==> src/rtl/mem_ctrl_pkg.sv <==
// Shared state, opcode and control-bundle definitions for the memory-access sequencer.
package mem_ctrl_pkg;

   localparam int unsigned OP_W  = 5;
   localparam int unsigned ALU_W = 4;
   localparam int unsigned BUS_W = 5;

   typedef enum logic [3:0] {
      IDLE, T0, T1, T2, T3, T4, T5, T6, T7, ERR, DONE
   } state_t;

   typedef enum logic [1:0] {
      CLS_LD, CLS_LDI, CLS_ST, CLS_ILL
   } op_class_t;

   localparam logic [OP_W-1:0]  OP_LD   = 5'b00000;
   localparam logic [OP_W-1:0]  OP_LDI  = 5'b00001;
   localparam logic [OP_W-1:0]  OP_ST   = 5'b00010;

   localparam logic [ALU_W-1:0] ALU_ADD = 4'b0011;

   localparam logic [BUS_W-1:0] BUS_GPR = 5'b00000;
   localparam logic [BUS_W-1:0] BUS_ZLO = 5'b10011;
   localparam logic [BUS_W-1:0] BUS_PC  = 5'b10100;
   localparam logic [BUS_W-1:0] BUS_MDR = 5'b10101;

   // One field per datapath control port plus the handshake flags.
   typedef struct packed {
      logic             busy;
      logic             done;
      logic             illegal;
      logic             inc_pc;
      logic             e_pc;
      logic             e_ir;
      logic             e_y;
      logic             e_z;
      logic             e_mar;
      logic             e_mdr;
      logic             mdr_read;
      logic             ram_read;
      logic             ram_write;
      logic             gra;
      logic             grb;
      logic             e_rin;
      logic             e_rout;
      logic             ba_out;
      logic             imm_sel;
      logic [ALU_W-1:0] alu_op;
      logic [BUS_W-1:0] bus_sel;
   } ctrl_t;

   function automatic op_class_t classify(input logic [OP_W-1:0] opc);
      case (opc)
         OP_LD:   classify = CLS_LD;
         OP_LDI:  classify = CLS_LDI;
         OP_ST:   classify = CLS_ST;
         default: classify = CLS_ILL;
      endcase
   endfunction

endpackage

==> src/rtl/mem_ctrl_decode.sv <==
// Moore output decode: maps a sequencer state to the datapath control bundle.
module mem_ctrl_decode
   import mem_ctrl_pkg::*;
(
   input  state_t    state,
   input  op_class_t op_class,
   input  logic      last_wait,
   output ctrl_t     ctrl
);

   always_comb begin
      ctrl      = '0;
      ctrl.busy = (state != IDLE);
      case (state)
         T0: begin
            ctrl.bus_sel = BUS_PC;
            ctrl.e_mar   = 1'b1;
            ctrl.inc_pc  = 1'b1;
            ctrl.e_z     = 1'b1;
         end
         T1: begin
            ctrl.bus_sel  = BUS_ZLO;
            ctrl.e_pc     = 1'b1;
            ctrl.ram_read = 1'b1;
            ctrl.mdr_read = last_wait;
            ctrl.e_mdr    = last_wait;
         end
         T2: begin
            ctrl.bus_sel = BUS_MDR;
            ctrl.e_ir    = 1'b1;
         end
         // BAout forces R0 to read as zero for the base register.
         T3: begin
            ctrl.bus_sel = BUS_GPR;
            ctrl.grb     = 1'b1;
            ctrl.e_rout  = 1'b1;
            ctrl.e_y     = 1'b1;
            ctrl.ba_out  = 1'b1;
         end
         T4: begin
            ctrl.imm_sel = 1'b1;
            ctrl.alu_op  = ALU_ADD;
            ctrl.e_z     = 1'b1;
         end
         T5: begin
            ctrl.bus_sel = BUS_ZLO;
            if (op_class == CLS_LDI) begin
               ctrl.gra   = 1'b1;
               ctrl.e_rin = 1'b1;
            end else begin
               ctrl.e_mar = 1'b1;
            end
         end
         T6: begin
            if (op_class == CLS_ST) begin
               ctrl.bus_sel = BUS_GPR;
               ctrl.gra     = 1'b1;
               ctrl.e_rout  = 1'b1;
               ctrl.e_mdr   = 1'b1;
            end else begin
               ctrl.ram_read = 1'b1;
               ctrl.mdr_read = last_wait;
               ctrl.e_mdr    = last_wait;
            end
         end
         T7: begin
            if (op_class == CLS_ST) begin
               ctrl.ram_write = 1'b1;
            end else begin
               ctrl.bus_sel = BUS_MDR;
               ctrl.gra     = 1'b1;
               ctrl.e_rin   = 1'b1;
            end
         end
         ERR:     ctrl.illegal = 1'b1;
         DONE:    ctrl.done    = 1'b1;
         default: ;
      endcase
   end

endmodule

==> src/rtl/mem_ctrl_seq.sv <==
// Fetch/execute sequencer for ld, ldi and st; drives the datapath control ports.
module mem_ctrl_seq
   import mem_ctrl_pkg::*;
#(
   parameter int unsigned RAM_LAT = 1,
   parameter int unsigned OPC_W   = 5
) (
   input  logic             clock,
   input  logic             clear,
   input  logic             start,
   input  logic [OPC_W-1:0] ir_opcode,
   output logic             busy,
   output logic             done,
   output logic             illegal,
   output logic             incPC,
   output logic             e_PC,
   output logic             e_IR,
   output logic             e_Y,
   output logic             e_Z,
   output logic             e_MAR,
   output logic             e_MDR,
   output logic             MDR_read,
   output logic             ram_read,
   output logic             ram_write,
   output logic             Gra,
   output logic             Grb,
   output logic             e_Rin,
   output logic             e_Rout,
   output logic             BAout,
   output logic             imm_sel,
   output logic [3:0]       ALU_op,
   output logic [4:0]       BusDataSelect
);

   localparam int unsigned      CNT_W    = $clog2(RAM_LAT) + 1;
   localparam logic [CNT_W-1:0] LAST_CNT = CNT_W'(RAM_LAT - 1);
   localparam logic [CNT_W-1:0] MAX_CNT  = '1;

   state_t           state_q, state_n;
   op_class_t        cls_q, cls_n;
   logic [CNT_W-1:0] cnt_q, cnt_n;
   logic             wait_over;
   logic             last_n;
   ctrl_t            ctrl_n, ctrl_q;

   assign wait_over = (cnt_q == LAST_CNT);

   // Opcode class is taken at the end of T3, when IR has settled.
   always_comb begin
      cls_n = cls_q;
      if (state_q == T3) cls_n = classify(OP_W'(ir_opcode));
   end

   // Next-state logic; start is only honoured from IDLE.
   always_comb begin
      state_n = state_q;
      case (state_q)
         IDLE: if (start) state_n = T0;
         T0:   state_n = T1;
         T1:   if (wait_over) state_n = T2;
         T2:   state_n = T3;
         T3:   state_n = (cls_n == CLS_ILL) ? ERR : T4;
         T4:   state_n = T5;
         T5:   state_n = (cls_q == CLS_LDI) ? DONE : T6;
         T6:   if (cls_q == CLS_ST || wait_over) state_n = T7;
         T7:   if (cls_q == CLS_LD || wait_over) state_n = DONE;
         ERR:  state_n = IDLE;
         DONE: state_n = IDLE;
         default: state_n = IDLE;
      endcase
   end

   // Wait counter restarts on every state change and saturates.
   always_comb begin
      cnt_n = cnt_q;
      if (state_n != state_q)  cnt_n = '0;
      else if (cnt_q != MAX_CNT) cnt_n = cnt_q + CNT_W'(1);
      last_n = (cnt_n == LAST_CNT);
   end

   // Decode the upcoming state so the registered outputs line up with state_q.
   mem_ctrl_decode u_decode (
      .state     (state_n),
      .op_class  (cls_n),
      .last_wait (last_n),
      .ctrl      (ctrl_n)
   );

   always_ff @(posedge clock or negedge clear) begin
      if (!clear) begin
         state_q <= IDLE;
         cls_q   <= CLS_LD;
         cnt_q   <= '0;
         ctrl_q  <= '0;
      end else begin
         state_q <= state_n;
         cls_q   <= cls_n;
         cnt_q   <= cnt_n;
         ctrl_q  <= ctrl_n;
      end
   end

   assign busy          = ctrl_q.busy;
   assign done          = ctrl_q.done;
   assign illegal       = ctrl_q.illegal;
   assign incPC         = ctrl_q.inc_pc;
   assign e_PC          = ctrl_q.e_pc;
   assign e_IR          = ctrl_q.e_ir;
   assign e_Y           = ctrl_q.e_y;
   assign e_Z           = ctrl_q.e_z;
   assign e_MAR         = ctrl_q.e_mar;
   assign e_MDR         = ctrl_q.e_mdr;
   assign MDR_read      = ctrl_q.mdr_read;
   assign ram_read      = ctrl_q.ram_read;
   assign ram_write     = ctrl_q.ram_write;
   assign Gra           = ctrl_q.gra;
   assign Grb           = ctrl_q.grb;
   assign e_Rin         = ctrl_q.e_rin;
   assign e_Rout        = ctrl_q.e_rout;
   assign BAout         = ctrl_q.ba_out;
   assign imm_sel       = ctrl_q.imm_sel;
   assign ALU_op        = ctrl_q.alu_op;
   assign BusDataSelect = ctrl_q.bus_sel;

endmodule

==> config.mk <==
export PLATFORM = sky130hd
export DESIGN_NAME = mem_ctrl_seq
export DESIGN_NICKNAME = d
export VERILOG_FILES = /design/src/rtl/mem_ctrl_pkg.sv /design/src/rtl/mem_ctrl_decode.sv /design/src/rtl/mem_ctrl_seq.sv
export SDC_FILE = /design/constraint.sdc
export NUM_CORES = 1
export LEC_CHECK = 0
export ABC_AREA = 1
export ABC_CLOCK_PERIOD_IN_PS = 3300
export CAP_MARGIN = 20
export CORE_ASPECT_RATIO = 0.6
export CORE_MARGIN = 2
export CORE_UTILIZATION = 50
export CTS_CLUSTER_DIAMETER = 60
export DETAILED_ROUTE_END_ITERATION = 10
export GPL_ROUTABILITY_DRIVEN = 1
export PLACE_DENSITY = 0.86
export SYNTH_ARGS = -nofsm -noshare
export SYNTH_HDL_FRONTEND = slang
export SYNTH_SLANG_ARGS = --single-unit
==> constraint.sdc <==
create_clock -name clock -period 3.3 [get_ports clock]
set_input_delay 0.66 -clock clock [delete_from_list [all_inputs] [get_ports clock]]
set_output_delay 0.66 -clock clock [all_outputs]
set_load 0.02 [all_outputs]
==> qor.csv, run 1 <==
stage;metric;value;unit
outcome;status;finished, final reports clean;
drt;starting DRC count in detailed routing;51;
floorplanning;Die Ht;43.7;um
clocking;clock latency at the later pin of the worst-skew pair;0.27;ns
synth;Synth Area per Inst;8.97;um^2
timing;final period utilization;58.2;%
placement;GPL Wtd Cong;0.924;
pwr;Clk network pwr share;14.6;%
grt;Total GRT Usage;19.9;%
worst_setup_path;Worst EP required;2.64;ns
grt;grt total ovfl;0;
synth;Seq/Total Area, Yosys;53.5;%
clocking;Bufs on Longest Clock Path;2;
clocking;root buf cell;clkbuf_8;
synth;yosys warns;0;
final_layout;post-route design area;1700;um^2
drt;wl on met1;1280;um
pwr;Int Power;0.00100;W
clocking;TritonCTS clock tree;yes;
pwr;peak supply drop;0.475;mV
timing;Max Freq;521;MHz
worst_setup_path;crit path capture type;primary output;
timing;clk_skew;0.00442;ns
grt;initial antenna violation count;0;
pwr;pwr/cell area;1070;nW/um^2
synth;flop and latch count out of synthesis;28;
pwr;P_sw;0.000815;W
timing;Tmin final;1.92;ns
floorplanning;Initial Util;52.3;%
drt;Top Layer Used;met4;
timing;setup tns final;0;ns
timing;max_slew headroom;61.6;%
final_layout;Layout fillers;212;
final_layout;nets;187;
placement;Post-DP Area;1630;um^2
clocking;postcts setup bufs;0;
timing;unrepaired setup endpoints after global routing;false;
grt;vias in the first global route;931;
placement;Post-DP HPWL;2120;um
grt;pin count of the biggest net entering global routing;29;
floorplanning;I/O pin count;36;
placement;number of buffers added on ports;32;
drt;drt pass-1 iters;4;
clocking;post_cts resized;0;
drt;DR WL met3;258;um
timing;Fin. Hold Viols;0;
clocking;Num CTS Buffers;3;
pwr;register share of total power;30.7;%
drt;via count;1066;
pwr;Logic pwr share;54.7;%
pwr;static leakage;0.872;nW
final_layout;most frequent cells in the layout;32 x clkdlybuf4s50_1, 28 x dfrtp_1, 28 x nand2_1, 18 x inv_1, 17 x nor2_1;
floorplanning;die area;3060;um^2
worst_setup_path;cell-by-cell trace of the critical path;clkdlybuf4s50_1;
drt;post-route ant nets;0;
worst_setup_path;Startpoint Class;register;
worst_setup_path;critical path type;reg2out;
pwr;Switching Share;44.8;%
drt;DR WL/cell;13.4;um
final_layout;fraction of layout cells with a size suffix above 1;15.2;%
final_layout;Util after Layout;68.0;%
drt;drt total wl;2820;um
worst_setup_path;CP top delay family;buffers and inverters;
final_layout;commonest non-fill, non-tap cell in the layout;clkdlybuf4s50_1;
synth;Cell variety after synth;20;
clocking;clock sinks;28;
floorplanning;num rows;14;
clocking;Hold-fix buffers, CTS;0;
floorplanning;core area;2500;um^2
drt;# DRC;0;
final_layout;Antenna Cells;0;
final_layout;area grow syn2layout;30.1;%
synth;Mapped Area;1310;um^2
clocking;H-Tree Depth;1;
timing;measured slew at the worst slew-check pin;0.571;ns
timing;final slew viol count;0;
drt;Via density;5.08;
grt;first-pass GRT wire length;4570;um
worst_setup_path;CP max stage delay;0.62;ns
clocking;Worst-path clk slew;0.09;ns
job;max_cap viols;0;
floorplanning;die width;70.1;um
synth;Cells after Synth;146;
timing;Setup Viol. Count Final;0;
worst_setup_path;Crit-path slowest cell;clkdlybuf4s50_1;
worst_setup_path;CP Data Arrival Time;1.26;ns
worst_setup_path;Crit Path Max Fanout;3;
hold_path;Hold Path Class;reg2reg;
drt;met2 WL post-DR;1270;um
worst_setup_path;Buf/Inv on CP;1;
-- power groups by stage --
stage	Clock, W	Sequential, W	Combinational, W
2_1_floorplan	0	0.000656	0.000564
3_3_place_gp	0	0.000557	0.000960
3_5_place_dp	0	0.000561	0.000981
4_1_cts	0.000273	0.000556	0.000993
5_1_grt	0.000285	0.000571	0.00109
6_report	0.000266	0.000558	0.000994
-- area by class of cell --
class	instances	area, um^2	area share, %
Clock buffer	3	41.3	2.42
Clock inverter	1	30.0	1.76
Inverter	21	78.8	4.63
Multi-Input combinational cell	92	485	28.5
Sequential cell	28	701	41.1
Tap cell	32	40.0	2.35
Timing Repair Buffer	33	328	19.2
-- path summary, 6_finish.rpt --
check	start	cells past startpoint	endpoint	slack, ns
min reg2reg	cnt_q	3	e_IR	0.62
max in group asynchronous	clear	2	BusDataSelect[1]	2.28
max	BAout	1	BAout	1.38
min	cnt_q	3	e_IR	0.62
max reg2reg	state_q[3]	9	done	1.60
min in group asynchronous	clear	2	busy	0.76
-- cells by family after synthesis --
family	share of synthesized area, %
AO/OA/AOI/OAI	2.96
buffers and inverters	10.0
flip-flops	53.5
other	0.286
AND/OR/NAND/NOR	33.2
-- cells in the mapped netlist --
library cell / count / area share, %
nand3_1: 11 / 4.2
inv_2: 3 / 0.86
nand2_4: 2 / 1.7
o21ai_0: 4 / 1.5
nand3_2: 3 / 2.3
nand2_1: 28 / 8.0
nand3_4: 1 / 1.3
o21ai_2: 1 / 0.67
nor3_1: 4 / 1.5
a21oi_1: 2 / 0.76
nor2_1: 17 / 4.9
nor2_2: 5 / 2.4
inv_1: 18 / 5.2
buf_4: 7 / 4.0
nor2_4: 3 / 2.6
nand4_1: 4 / 1.9
nand2_2: 3 / 1.4
nand4_2: 1 / 0.95
dfrtp_1: 28 / 53
conb_1: 1 / 0.29
-- per-stage QoR --
stage               hold WS (ns)  setup WS, ns  instances  power, W
CTS                        0.597          1.36        210   0.00182
detailed placement         0.583          1.24        206   0.00154
floorplan                  0.364          1.83        148   0.00122
finish                     0.624          1.38        210   0.00182
global placement           0.587          1.30        206   0.00152
global route               0.657          1.34        210   0.00195
-- routing by layer --
| metal | GRT usage [%] | up-vias |
|---|---|---|
| met5 | 0 | - |
| met4 | 3.46 | 0 |
| met3 | 4.88 | 2 |
| met2 | 31.6 | 49 |
| met1 | 28.8 | 501 |
| li1 | - | 514 |
-- worst reg2reg max path, cell delays in order (launching register included) --
cell	delay, ns
dfrtp_1	0.46
inv_2	0.12
nand2_4	0.07
nor2_4	0.24
nor2_2	0.08
nor2_4	0.22
nand3_2	0.14
nand2_4	0.13
inv_1	0.08
nor2_1	0.11
No activity file was read; power rests on OpenSTA's default activity.
==> inputs of run 2 (changes only) <==
--- a/config.mk
+++ b/config.mk
@@ -6,15 +6,15 @@
 export NUM_CORES = 1
 export LEC_CHECK = 0
 export ABC_AREA = 1
-export ABC_CLOCK_PERIOD_IN_PS = 3300
+export ABC_CLOCK_PERIOD_IN_PS = 1700
 export CAP_MARGIN = 20
 export CORE_ASPECT_RATIO = 0.6
 export CORE_MARGIN = 2
-export CORE_UTILIZATION = 50
+export CORE_UTILIZATION = 42
 export CTS_CLUSTER_DIAMETER = 60
 export DETAILED_ROUTE_END_ITERATION = 10
 export GPL_ROUTABILITY_DRIVEN = 1
-export PLACE_DENSITY = 0.86
+export PLACE_DENSITY = 0.77
 export SYNTH_ARGS = -nofsm -noshare
 export SYNTH_HDL_FRONTEND = slang
 export SYNTH_SLANG_ARGS = --single-unit
==> constraint.sdc (replaced) <==
create_clock -name clock -period 1.7 [get_ports clock]
set_input_delay 0.34 -clock clock [delete_from_list [all_inputs] [get_ports clock]]
set_output_delay 0.34 -clock clock [all_outputs]
set_load 0.02 [all_outputs]
==> qor.csv, run 2 (synthesis results as in run 1) <==
stage;metric;value;unit;change
outcome;status;finished, final reports clean;;
drt;starting DRC count in detailed routing;97;;+90%
worst_setup_path;crit path from;state_q[0];;
worst_setup_path;critical path type;reg2reg;;
grt;Total GRT Usage;18.0;%;-1.9 points
clocking;Worst-path clk slew;0.09;ns;about the same
placement;GPL Wtd Cong;0.877;;-5.1%
drt;post-route ant nets;0;;unchanged
drt;# DRC;0;;unchanged
timing;measured slew at the worst slew-check pin;0.612;ns;+0.0406 ns
timing;final slew viol count;0;;unchanged
grt;grt total ovfl;0;;unchanged
clocking;Bufs on Longest Clock Path;2;;unchanged
timing;post-route setup slack;0.0782;ns;-1.30 ns
final_layout;commonest non-fill, non-tap cell in the layout;clkdlybuf4s50_1;;
floorplanning;die width;76.1;um;+8.6%
grt;first-pass GRT wire length;4770;um;+4.4%
timing;Max Freq;617;MHz;
final_layout;nets;196;;+4.8%
grt;initial antenna violation count;0;;unchanged
drt;DR WL/cell;13.6;um;+1.3%
floorplanning;die area;3600;um^2;+18%
grt;pin count of the biggest net entering global routing;29;;unchanged
worst_setup_path;CP Data Arrival Time;1.84;ns;+0.58 ns
timing;clk_skew;0.00162;ns;-0.00280 ns
worst_setup_path;R2R setup slack;0.08;ns;-1.52 ns
timing;Tmin final;1.62;ns;
clocking;clock sinks;28;;unchanged
worst_setup_path;crit path capture type;register;;
clocking;root buf cell;clkbuf_8;;
timing;final period utilization;95.4;%;
worst_setup_path;Crit Path Max Fanout;7;;+4
placement;dpl ws;-0.00730;ns;-1.25 ns
final_layout;most frequent cells in the layout;32 x clkdlybuf4s50_1, 28 x nand2_1, 26 x dfrtp_1, 17 x inv_1, 15 x nor2_1;;
timing;max_slew headroom;58.9;%;-2.7 points
clocking;Hold-fix buffers, CTS;0;;unchanged
floorplanning;I/O pin count;36;;unchanged
pwr;peak supply drop;0.909;mV;+91%
worst_setup_path;reg2reg start;state_q[0];;
drt;drt pass-1 iters;7;;+3
clocking;clock latency at the later pin of the worst-skew pair;0.28;ns;about the same
floorplanning;core area;2930;um^2;+17%
placement;number of buffers added on ports;32;;unchanged
drt;via count;1117;;+4.8%
job;max_cap viols;0;;unchanged
placement;Post-DP HPWL;2200;um;+3.6%
drt;drt total wl;3110;um;+10%
pwr;static leakage;0.916;nW;+5.1%
worst_setup_path;Reg-to-Reg End;BusDataSelect[0];;
pwr;pwr/cell area;2100;nW/um^2;+97%
drt;Via density;4.88;;-3.9%
final_layout;area grow syn2layout;38.6;%;
floorplanning;num rows;15;;+1
worst_setup_path;Worst setup endpoint;BusDataSelect[0];;
final_layout;Antenna Cells;0;;unchanged
grt;vias in the first global route;974;;+4.6%
worst_setup_path;Worst EP required;1.92;ns;-0.72 ns
hold_path;Hold Path Class;in2async;;
clocking;Num CTS Buffers;3;;unchanged
clocking;H-Tree Depth;1;;unchanged
final_layout;fraction of layout cells with a size suffix above 1;23.0;%;+7.8 points
worst_setup_path;Startpoint Class;register;;
floorplanning;Initial Util;44.7;%;-7.6 points
worst_setup_path;R2R depth;9;;unchanged
timing;Fin. Hold Viols;0;;unchanged
timing;setup tns final;0;ns;unchanged
floorplanning;Die Ht;47.3;um;+8.3%
timing;Setup Viol. Count Final;0;;unchanged
clocking;TritonCTS clock tree;yes;;
==> run 2: area by class of cell <==
type,count,area (um^2)
timing repair buffer,42,395
multi-input combinational,92,514
fill,249,1110
inverter,21,78.8
clock inverter,1,30.0
tap,42,52.6
clock buffer,3,41.3
sequential,28,703
==> run 2: worst min path at each step <==
stage,end,slack [ns],startpoint
6_report,e_Rin,0.44,clear
3_3_place_gp,e_IR,0.58,cnt_q
2_1_floorplan,ALU_op[0],0.04,clear
5_1_grt,BusDataSelect[0],0.47,clear
4_1_cts,ram_write,0.44,clear
3_5_place_dp,e_IR,0.58,cnt_q
==> run 2: per-stage QoR <==
step,util [%],total power (W),cells,hold slack [ns],instance area (um^2)
final,62.0,0.00382,229,0.437,1820
after global routing,62.0,0.00407,229,0.471,1820
after CTS,59.4,0.00363,223,0.443,1740
after detailed placement,57.0,0.00308,219,0.576,1670
after global placement,57.0,0.00304,219,0.584,1670
after floorplan,-,0.00237,148,0.0444,1320
==> run 2: critical path, stage by stage, from the launching register on <==
cell     delay (ns)
dfrtp_1        0.43
inv_2          0.13
nand2_2        0.10
nor2_4         0.23
nor2_2         0.08
nor2_4         0.16
nand3_2        0.12
nand2_4        0.12
nand3_4        0.10
nand3_1        0.09
==> run 2: per-layer routing <==
| metal | up-vias | global-route usage (%) | wire [um] |
|---|---|---|---|
| met5 | - | 0 | 0 |
| met3 | 6 | 5.96 | 241 |
| met2 | 48 | 31.4 | 1510 |
| li1 | 528 | - | - |
| met1 | 535 | 22.4 | 1330 |
| met4 | 0 | 5.09 | 25 |
==> run 2: power breakdown <==
part | internal [W] | switching, W | leakage [nW] | total, W
Clock | 0.000316 | 0.000209 | 0.0357 | 0.000524
Combinational | 0.000878 | 0.00134 | 0.522 | 0.00222
Sequential | 0.000923 | 0.000158 | 0.358 | 0.00108
Total | 0.00212 | 0.00171 | 0.916 | 0.00382
==> run 2: repair_timing <==
| action | 4_1_cts | 5_1_grt |
|---|---|---|
| gates resized for setup | 0 | 9 |
| setup endpoints to repair | 0 | 13 |
| setup buffers | 0 | 6 |
